==> config.mk <==
export PLATFORM = sky130hd
export DESIGN_NAME = uart_tx_serializer_flat
export DESIGN_NICKNAME = d
export VERILOG_FILES = /design/src/rtl/uart_pkg.sv /design/src/rtl/uart_tx_serializer_if.sv /design/src/rtl/uart_tx_serializer_bit_timer.sv /design/src/rtl/uart_tx_serializer.sv /design/src/flat_wrapper.sv
export SDC_FILE = /design/constraint.sdc
export NUM_CORES = 1
export LEC_CHECK = 0
export CAP_MARGIN = 10
export CORE_MARGIN = 8
export CORE_UTILIZATION = 50
export CTS_BUF_LIST = sky130_fd_sc_hd__clkbuf_16
export DETAILED_ROUTE_END_ITERATION = 16
export HOLD_SLACK_MARGIN = 0.02
export PLACE_DENSITY_LB_ADDON = 0.3
export RECOVER_POWER = 25
export SETUP_SLACK_MARGIN = 0.02
export SYNTH_ARGS = -nofsm -noshare
export SYNTH_HDL_FRONTEND = slang
export SYNTH_SLANG_ARGS = --single-unit
==> constraint.sdc <==
create_clock -name clk -period 3.9 [get_ports clk]
set_input_delay 0.78 -clock clk [delete_from_list [all_inputs] [get_ports clk]]
set_output_delay 0.78 -clock clk [all_outputs]
set_load 0.01 [all_outputs]
==> src/rtl/uart_pkg.sv <==
// Shared UART definitions: frame geometry, divisor width and transmit FSM states.
package uart_pkg;

  localparam int UART_DATA_BITS  = 8;
  localparam int UART_RATE_WIDTH = 16;

  typedef enum logic [1:0] {
    IDLE,
    START,
    DATA,
    STOP
  } uart_tx_state_t;

endpackage

==> src/rtl/uart_tx_serializer_if.sv <==
// Show-ahead TX FIFO read port: head byte, empty flag and the pop strobe.
// The serializer consumes bytes through the master modport; the FIFO sits on the slave side.
interface uart_tx_serializer_if #(
  parameter int DataBits = uart_pkg::UART_DATA_BITS
);

  logic [DataBits-1:0] fifo_rdata;
  logic                fifo_empty;
  logic                fifo_ren;

  modport master (
    input  fifo_rdata,
    input  fifo_empty,
    output fifo_ren
  );

  modport slave (
    output fifo_rdata,
    output fifo_empty,
    input  fifo_ren
  );

endinterface

==> src/rtl/uart_tx_serializer_bit_timer.sv <==
// Bit period timer: counts 0..eff_rate-1 and flags the last cycle of each bit.
// Shared with the receive-side sampler, so it knows nothing about frame structure.
module uart_bit_timer
  import uart_pkg::*;
#(
  parameter int RateWidth = UART_RATE_WIDTH
) (
  input  logic                 clk,
  input  logic                 nReset,
  input  logic                 restart,
  input  logic [RateWidth-1:0] eff_rate,
  output logic                 bit_end
);

  localparam logic [RateWidth-1:0] RateOne = RateWidth'(1);

  logic [RateWidth-1:0] count;

  assign bit_end = (count == (eff_rate - RateOne));

  // Count within a bit period, wrapping on bit_end and holding at zero while restart is high.
  always_ff @(posedge clk) begin
    if (!nReset) begin
      count <= '0;
    end else if (restart || bit_end) begin
      count <= '0;
    end else begin
      count <= count + RateOne;
    end
  end

endmodule

==> src/rtl/uart_tx_serializer.sv <==
// 8N1 transmit serializer: pops a byte from the TX FIFO when the line is free and the
// remote side is ready, then shifts out start bit, data LSB first and stop bit.
module uart_tx_serializer
  import uart_pkg::*;
#(
  parameter int DataBits  = UART_DATA_BITS,
  parameter int RateWidth = UART_RATE_WIDTH
) (
  input  logic                 clk,
  input  logic                 nReset,
  input  logic [RateWidth-1:0] rate,
  input  logic                 flow_en,
  input  logic                 cts,
  input  logic                 clear,
  uart_tx_serializer_if.master fifo,
  output logic                 tx,
  output logic                 busy,
  output logic                 done
);

  localparam int                   IdxWidth = (DataBits > 1) ? $clog2(DataBits) : 1;
  localparam logic [IdxWidth-1:0]  IdxOne   = IdxWidth'(1);
  localparam logic [IdxWidth-1:0]  IdxLast  = IdxWidth'(DataBits - 1);
  localparam logic [RateWidth-1:0] RateOne  = RateWidth'(1);

  uart_tx_state_t        state;
  uart_tx_state_t        stateNext;
  logic                  txNext;
  logic                  busyNext;
  logic                  doneNext;
  logic                  popNow;
  logic                  shiftNow;
  logic                  bitEnd;
  logic [DataBits-1:0]   shiftReg;
  logic [IdxWidth-1:0]   bitIdx;
  logic [RateWidth-1:0]  effRate;

  assign fifo.fifo_ren = popNow;

  // The timer idles at zero between frames so START always begins a full bit period.
  uart_bit_timer #(
    .RateWidth(RateWidth)
  ) bitTimer (
    .clk     (clk),
    .nReset  (nReset),
    .restart ((state == IDLE) || clear),
    .eff_rate(effRate),
    .bit_end (bitEnd)
  );

  // Next state and next registered line levels; clear overrides every frame transition.
  always_comb begin
    stateNext = state;
    txNext    = tx;
    busyNext  = busy;
    doneNext  = 1'b0;
    popNow    = 1'b0;
    shiftNow  = 1'b0;
    if (clear) begin
      stateNext = IDLE;
      txNext    = 1'b1;
      busyNext  = 1'b0;
    end else begin
      case (state)
        IDLE: begin
          txNext   = 1'b1;
          busyNext = 1'b0;
          if (nReset && !fifo.fifo_empty && (cts || !flow_en)) begin
            popNow    = 1'b1;
            stateNext = START;
            txNext    = 1'b0;
            busyNext  = 1'b1;
          end
        end
        START: begin
          if (bitEnd) begin
            stateNext = DATA;
            txNext    = shiftReg[0];
          end
        end
        DATA: begin
          if (bitEnd) begin
            shiftNow = 1'b1;
            if (bitIdx == IdxLast) begin
              stateNext = STOP;
              txNext    = 1'b1;
            end else begin
              txNext = shiftReg[1];
            end
          end
        end
        STOP: begin
          txNext = 1'b1;
          if (bitEnd) begin
            stateNext = IDLE;
            busyNext  = 1'b0;
            doneNext  = 1'b1;
          end
        end
        default: begin
          stateNext = IDLE;
          txNext    = 1'b1;
          busyNext  = 1'b0;
        end
      endcase
    end
  end

  // FSM state and the registered line/status outputs.
  always_ff @(posedge clk) begin
    if (!nReset) begin
      state <= IDLE;
      tx    <= 1'b1;
      busy  <= 1'b0;
      done  <= 1'b0;
    end else begin
      state <= stateNext;
      tx    <= txNext;
      busy  <= busyNext;
      done  <= doneNext;
    end
  end

  // Frame datapath: capture byte and divisor at the pop, then shift one bit per period.
  always_ff @(posedge clk) begin
    if (!nReset) begin
      shiftReg <= '0;
      bitIdx   <= '0;
      effRate  <= '0;
    end else if (popNow) begin
      shiftReg <= fifo.fifo_rdata;
      bitIdx   <= '0;
      effRate  <= (rate == '0) ? RateOne : rate;
    end else if (shiftNow) begin
      shiftReg <= shiftReg >> 1;
      bitIdx   <= bitIdx + IdxOne;
    end
  end

endmodule

==> src/flat_wrapper.sv <==
// flat-port wrapper written by rule: the top's interface ports become plain ports
module uart_tx_serializer_flat import uart_pkg::*;
#(
  parameter int DataBits  = UART_DATA_BITS,
  parameter int RateWidth = UART_RATE_WIDTH
)
  (clk, nReset, rate, flow_en, cts, clear, tx, busy, done, fifo_fifo_rdata, fifo_fifo_empty, fifo_fifo_ren);
  uart_tx_serializer_if #(.DataBits(DataBits)) fifo_i ();
  input  logic clk;
  input  logic nReset;
  input  logic [RateWidth-1:0] rate;
  input  logic flow_en;
  input  logic cts;
  input  logic clear;
  output logic tx;
  output logic busy;
  output logic done;
  input wire logic [$bits(fifo_i.fifo_rdata)-1:0] fifo_fifo_rdata;
  input wire logic [$bits(fifo_i.fifo_empty)-1:0] fifo_fifo_empty;
  output wire logic [$bits(fifo_i.fifo_ren)-1:0] fifo_fifo_ren;
  assign fifo_i.fifo_rdata = fifo_fifo_rdata;
  assign fifo_i.fifo_empty = fifo_fifo_empty;
  assign fifo_fifo_ren = fifo_i.fifo_ren;
  uart_tx_serializer #(.DataBits(DataBits), .RateWidth(RateWidth)) u_core (.clk(clk), .nReset(nReset), .rate(rate), .flow_en(flow_en), .cts(cts), .clear(clear), .fifo(fifo_i), .tx(tx), .busy(busy), .done(done));
endmodule
---- After elaboration in Yosys (flattened, before gate mapping) ----
Cells that the tools add are included.
storage, ports and cells
  register bits ........................... 48
  input port bits ......................... 30
  output and inout bits ................... 4
  word-level logic and storage cells ...... 63
operators by class
  add/sub/neg operators ................... 3
  equality and inequality tests ........... 10
  multiplexer cells ....................... 22
  bitwise logic cells ..................... 2
  reductions and logical operators ........ 18
operator list
  cell                   number
  $add 16x1->16 const B  1
  $eq 16x16->1           1
  $logic_not 16->1       1
  $mux 16                1
  $mux 8                 2
  $sub 16x1->16 const B  1
  $mux 1                 11
  $mux 2                 5
  $ne 2x2->1 const B     4
  $pmux 2 s4             1
  $reduce_or 2->1        3
  $reduce_and 5->1       1
  $eq 2x2->1 const B     2
  $pmux 1 s4             1
  $reduce_and 2->1       2
  $reduce_bool 2->1      2
  $add 3x1->3 const B    1
  $eq 3x3->1 const B     1
  $logic_or 1x1->1       3
  $reduce_or 3->1        1
  $eq 2x1->1 const B     1
  $logic_and 1x1->1      2
  $logic_not 1->1        2
  $logic_not 2->1        1
  3 further kinds        4

---- Depth between registers and ports, before layout ----
  depth after elaboration ................. 7
  mapped depth ............................ 12
  depth with buffers taken out ............ 9

---- By module ----
Synthesis repeated with hierarchy kept, for this count alone.
unflattened totals
  cells, all modules ...................... 292
  area total of the unflattened synthesis .. 2585.0 um^2
modules (own cells, without submodules)
  module              times used  cells an instance  area an instance (um^2)  sequential area each (um^2)
  uart_tx_serializer  1           136                1356.3                   640.6
  uart_bit_timer      1           156                1228.7                   320.3

---- Worst setup path after synthesis ----
OpenSTA, ideal clock, no wires.
  kind .................................... reg-to-reg
  start point ............................. register u_core.effRate[0]
  end point ............................... register u_core.bitIdx[0]
  setup time .............................. 0.071 ns
  arrival ................................. 2.995 ns
  data required time ...................... 3.829 ns
  setup slack ............................. 0.834 ns
  cell stages (with the launch flop) ...... 12
  path buffers ............................ 2
  clock period less this slack ............ 3.066 ns
  cells stage by stage .................... dfxtp_1 > inv_1 > ha_1 > or3b_1 > clkbuf_2 > nor4_1 > o2111ai_1 > or4_1 > a2111o_1 > buf_2 > or4_1 > a21oi_1
on the way
  cells in the longest elaborated chain, start to end .. 5
ends and longest elaborated chain
  element                 line                                source
  from (decl)             uart_tx_serializer.sv:36            logic [RateWidth-1:0] effRate;
  from (signal assigned)  uart_tx_serializer.sv:133           effRate <= (rate == '0) ? RateOne : rate;
  $sub 16x1->16           uart_tx_serializer_bit_timer.sv:19  assign bit_end = (count == (eff_rate - RateOne));
  $eq 16x16->1            uart_tx_serializer_bit_timer.sv:19
  $mux 1                  uart_tx_serializer.sv:82            if (bitEnd) begin
  $mux 1                  uart_tx_serializer.sv:64            case (state)
  $mux 1                  uart_tx_serializer.sv:59            if (clear) begin
  to (signal assigned)    uart_tx_serializer.sv:136           bitIdx <= bitIdx + IdxOne;
  to (decl)               uart_tx_serializer.sv:35            logic [IdxWidth-1:0] bitIdx;
No other way between the ends.
A chain may end at the register's enable or synchronous reset.

---- Worst setup path in the final report ----
Same ends and word-level chain as after synthesis.

==> results.txt <==
- Antenna Violating Nets Remaining: 0
- End point of the critical path: u_core.bitIdx[0]
- Worst slew pin tran: slightly above 0.8 ns
- Share of layout cells above drive strength 1: under 10%
- TritonCTS built the clock tree.
- First-pass GRT wire length: ~12000 um
- Largest driver fanout on the critical path: 18
- The initial utilization of the core area, before any placement, comes to about 52%.
- The worst setup path is launched from a flip-flop.
- Summed over all instances, the cell type with the most area after synthesis is dfxtp_1.
- Tracing the worst setup path back leads to its startpoint at u_core.effRate[0].
- Final Hold Vio Count: 0
* Count of flip-flops with a built-in enable after synthesis: 0
- Part of the Yosys area used for sequential elements: 33.8%
- GP Congestion: a little under 0.9
- Share of the synthesized area in the top cell type: around a third
* Clock sink count: 48
- Buffers placed on the I/O ports in this run total 33.
* Number of detailed-route iterations in the first pass: 4
* Number of H-tree branching levels: 2
- Final setup violating endpoints: 0
- Walking the worst path, the cells encountered are inv_1, ha_1, or3b_1, nor4_1, o2111ai_1, or4_1, a2111o_1, or4_1, a21oi_1.
- After global routing the overflow that remains totals 0.
- Data on the critical path is required at its endpoint by 4.12 ns.
- The later pin in the worst-skew pair is clocked with a latency of between 0.2 and 0.3 ns.
- The design draws roughly 0.0012 W.
* Warning count from the yosys run: 0
- Pin count of the biggest net entering global routing: 22
- In the routed layout, each cell is associated on average with a via count of between 5 and 6.
- The run finished with clean final reports.
- Highest ir drop seen on vdd: 0.000258 V
- 34 I/O pins were placed.
- Average detailed-routed wire length per instance: around 15 um
- Final net count: approximately 420
* Standard cell core area: approximately 5500 um2
- Buffering stage count on the worst path with inverters included: 1
- Half-perimeter wire length after detailed placement: a little over 5000 um
- F_max: between 0.2 and 0.3 GHz
* Ant. Diodes: 0
* Clock root buffer master: clkbuf_16
- Number of buffers on the longest clock path: 2
- WP data arrival: approximately 3.7 ns
- On the critical path, the stage with the largest delay is an instance of a2111o_1.
* Ys async rst share: 0%
- Number of clock buffers inserted by TritonCTS: 5
- Number of buffers inserted by hold repair at cts: 0
- The number of gates resized after CTS was 0.
- Setup slack on the worst reg-to-reg path comes out at between 0.4 and 0.5 ns.
* Row cnt: 27
- Counting distinct cell types in the post-synthesis netlist gives 56.
* Endpoint kind of the worst setup timing path: flip-flop
- After detailed routing, the number of remaining DRC violations is 0.
* RSZ-0062 raised after global routing: false
- Measured along the x axis, the die boundary spans 91.4 um.
- The floorplan step defined a die boundary enclosing 8350 um2.
- The count of pins over their slew limit is 0.
- Synth Register Bits: 48
* Final clock period utilization by the worst path: approximately nine tenths
* Layout-stage area growth over the synthesis result: 18.4%
- After the first detailed-routing iteration, the DRC count stood at between 150 and 200.
* Mapped Area: 2840 um2
- Cell types with the highest counts after synthesis: dfxtp_1 (48), nand2_1 (40), nor2_1 (40)
- Static leakage power: between 1 and 1.5 nW
- Among all cell types in the netlist, the one instantiated most often is dfxtp_1.
- On the worst path, the slowest cell contributes a delay of approximately 0.60 ns.
- Chip height: a little over 90 um
* Cell occurring most often along the worst timing path: or4_1
* Post-CTS repair timing setup buffer count: 0
- In this run the number of cells on the critical path is 9.
- Final critical path time including I/O delays and setup: 3.49 ns
- Post-Route Hold Slack: between 0.4 and 0.5 ns
- Sum Neg Setup Slack: 0 ns
* Cell family contributing the most delay on the critical path: simple AND/OR/NAND/NOR gates
- Max Cap Violations: 0
- The worst hold path belongs to the class reg2reg.
- Max Clock Skew: between 0.004 and 0.005 ns
* Final core occ: a little over 60%
* Reg-to-Reg Start: u_core.effRate[0]
* Via total after detailed routing: roughly 2600
- The worst setup path is of the reg2reg kind.
* Most used DFF post-synth: dfxtp_1
- Measured against its own limit, the worst slew margin works out to 46.2%.
* Synthesized area per cell: a little under 8 um2
- Power density cells: 368 nW/um2
- Overall fraction of global-route tracks in use: between 10% and 20%
- Clock-pin slew on the worst setup and hold paths: 0.06 ns
- Register-to-Register Path Depth: 9
- Top cells by area, synth: dfxtp_1 (34%), xnor2_1 (5.5%), nand2_1 (5.3%)
* Initial antenna violation count: 0
- Fill cells in the final layout number 490.
- Synthesized netlist cell count: 358
- Synthesized net count: roughly 400
* R2R Path End: u_core.bitIdx[0]
- The via count of the first global-routing pass was 2519.
- Post-Route WL: between 6000 and 7000 um
-- worst min-delay path, stage by stage (launching register included) --
cell and delay (ns):
dfxtp_1 0.31, nand2_1 0.05, o32ai_1 0.07
-- cell families after synthesis --
kind of cell / after synthesis / share of synthesized area (%)
xor gates and xnor gates: 30 / 9.73
buffers and inverters: 39 / 5.94
and+or+nand+nor: 157 / 27.6
DFF: 48 / 33.8
AOI/OAI and AO/OA: 73 / 18.3
muxes: 3 / 1.10
adders and majority gates: 8 / 3.52
-- power by group --
group | internal, W | leakage, nW | switching (W)
sequential | 0.000515 | 0.390 | 0.0000256
clock | 0.000299 | 0.0850 | 0.000176
combinational | 0.000110 | 0.727 | 0.000114
total | 0.000924 | 1.20 | 0.000315
-- through the flow --
stage | std cells | setup slack, ns | area [um2]
after floorplan | 358 | 0.834 | 2840
after global placement | 448 | 0.578 | 3210
after detailed placement | 448 | 0.466 | 3210
after CTS | 456 | 0.447 | 3370
after global routing | 456 | 0.234 | 3370
final | 456 | 0.414 | 3370
-- final cells by class --
class	count	area [um2]	area share, %
multi-input cells	271	1710	50.9
flip-flops and latches	48	961	28.5
repair buffers	39	372	11.0
clock buffers	5	125	3.72
well taps	72	90.1	2.68
inverters	18	67.6	2.01
clock inverters	3	38.8	1.15
-- sequential cells by signal (all words and copies together) (netlist names) --
| signal | flops |
|---|---|
| u_core.effRate | 16 |
| u_core.done | 1 |
| u_core.bitIdx | 3 |
| u_core.bitTimer.count | 16 |
| u_core.tx | 1 |
| u_core.state | 2 |
| u_core.busy | 1 |
| u_core.shiftReg | 8 |
-- cells in the final DEF, fill, tap and decap left out, types with 3 or more instances in the layout --
cell type	count
or2_2	5
xor2_1	11
o211ai_1	8
nor2b_1	3
nand2_1	40
nand3_1	13
nor4_1	9
nor2_1	40
clkbuf_16	5
or4_1	7
o31ai_1	4
or3_1	4
a22o_1	9
nand4_1	6
buf_4	5
and3_1	3
o22ai_1	3
and2_1	3
o21ai_0	14
dfxtp_1	48
ha_1	8
nor3_1	8
dlygate4sd3_1	4
inv_1	19
nand3b_1	4
xnor2_1	18
a21oi_1	6
clkdlybuf4s50_1	29
nand2b_1	4
a31oi_1	10
-- per-layer routing --
metal  part of all wire, %  GRT usage (%)
met2                    49           28.7
met5                     0              0
met3                   4.4           3.70
met4                  0.89           5.46
met1                    46           19.7
-- worst min-delay path by stage --
stage,startpoint,end,slack [ns],depth (start not counted)
2_1_floorplan,u_core.bitIdx[1],u_core.bitIdx[1],0.45,2
3_3_place_gp,u_core.bitIdx[1],u_core.bitIdx[1],0.45,2
3_5_place_dp,u_core.bitIdx[1],u_core.bitIdx[1],0.47,2
4_1_cts,u_core.bitIdx[1],u_core.bitIdx[1],0.48,2
5_1_grt,u_core.bitIdx[1],u_core.bitIdx[1],0.49,2
6_report,u_core.busy,u_core.busy,0.48,2
(Power assumes the default switching activity.)
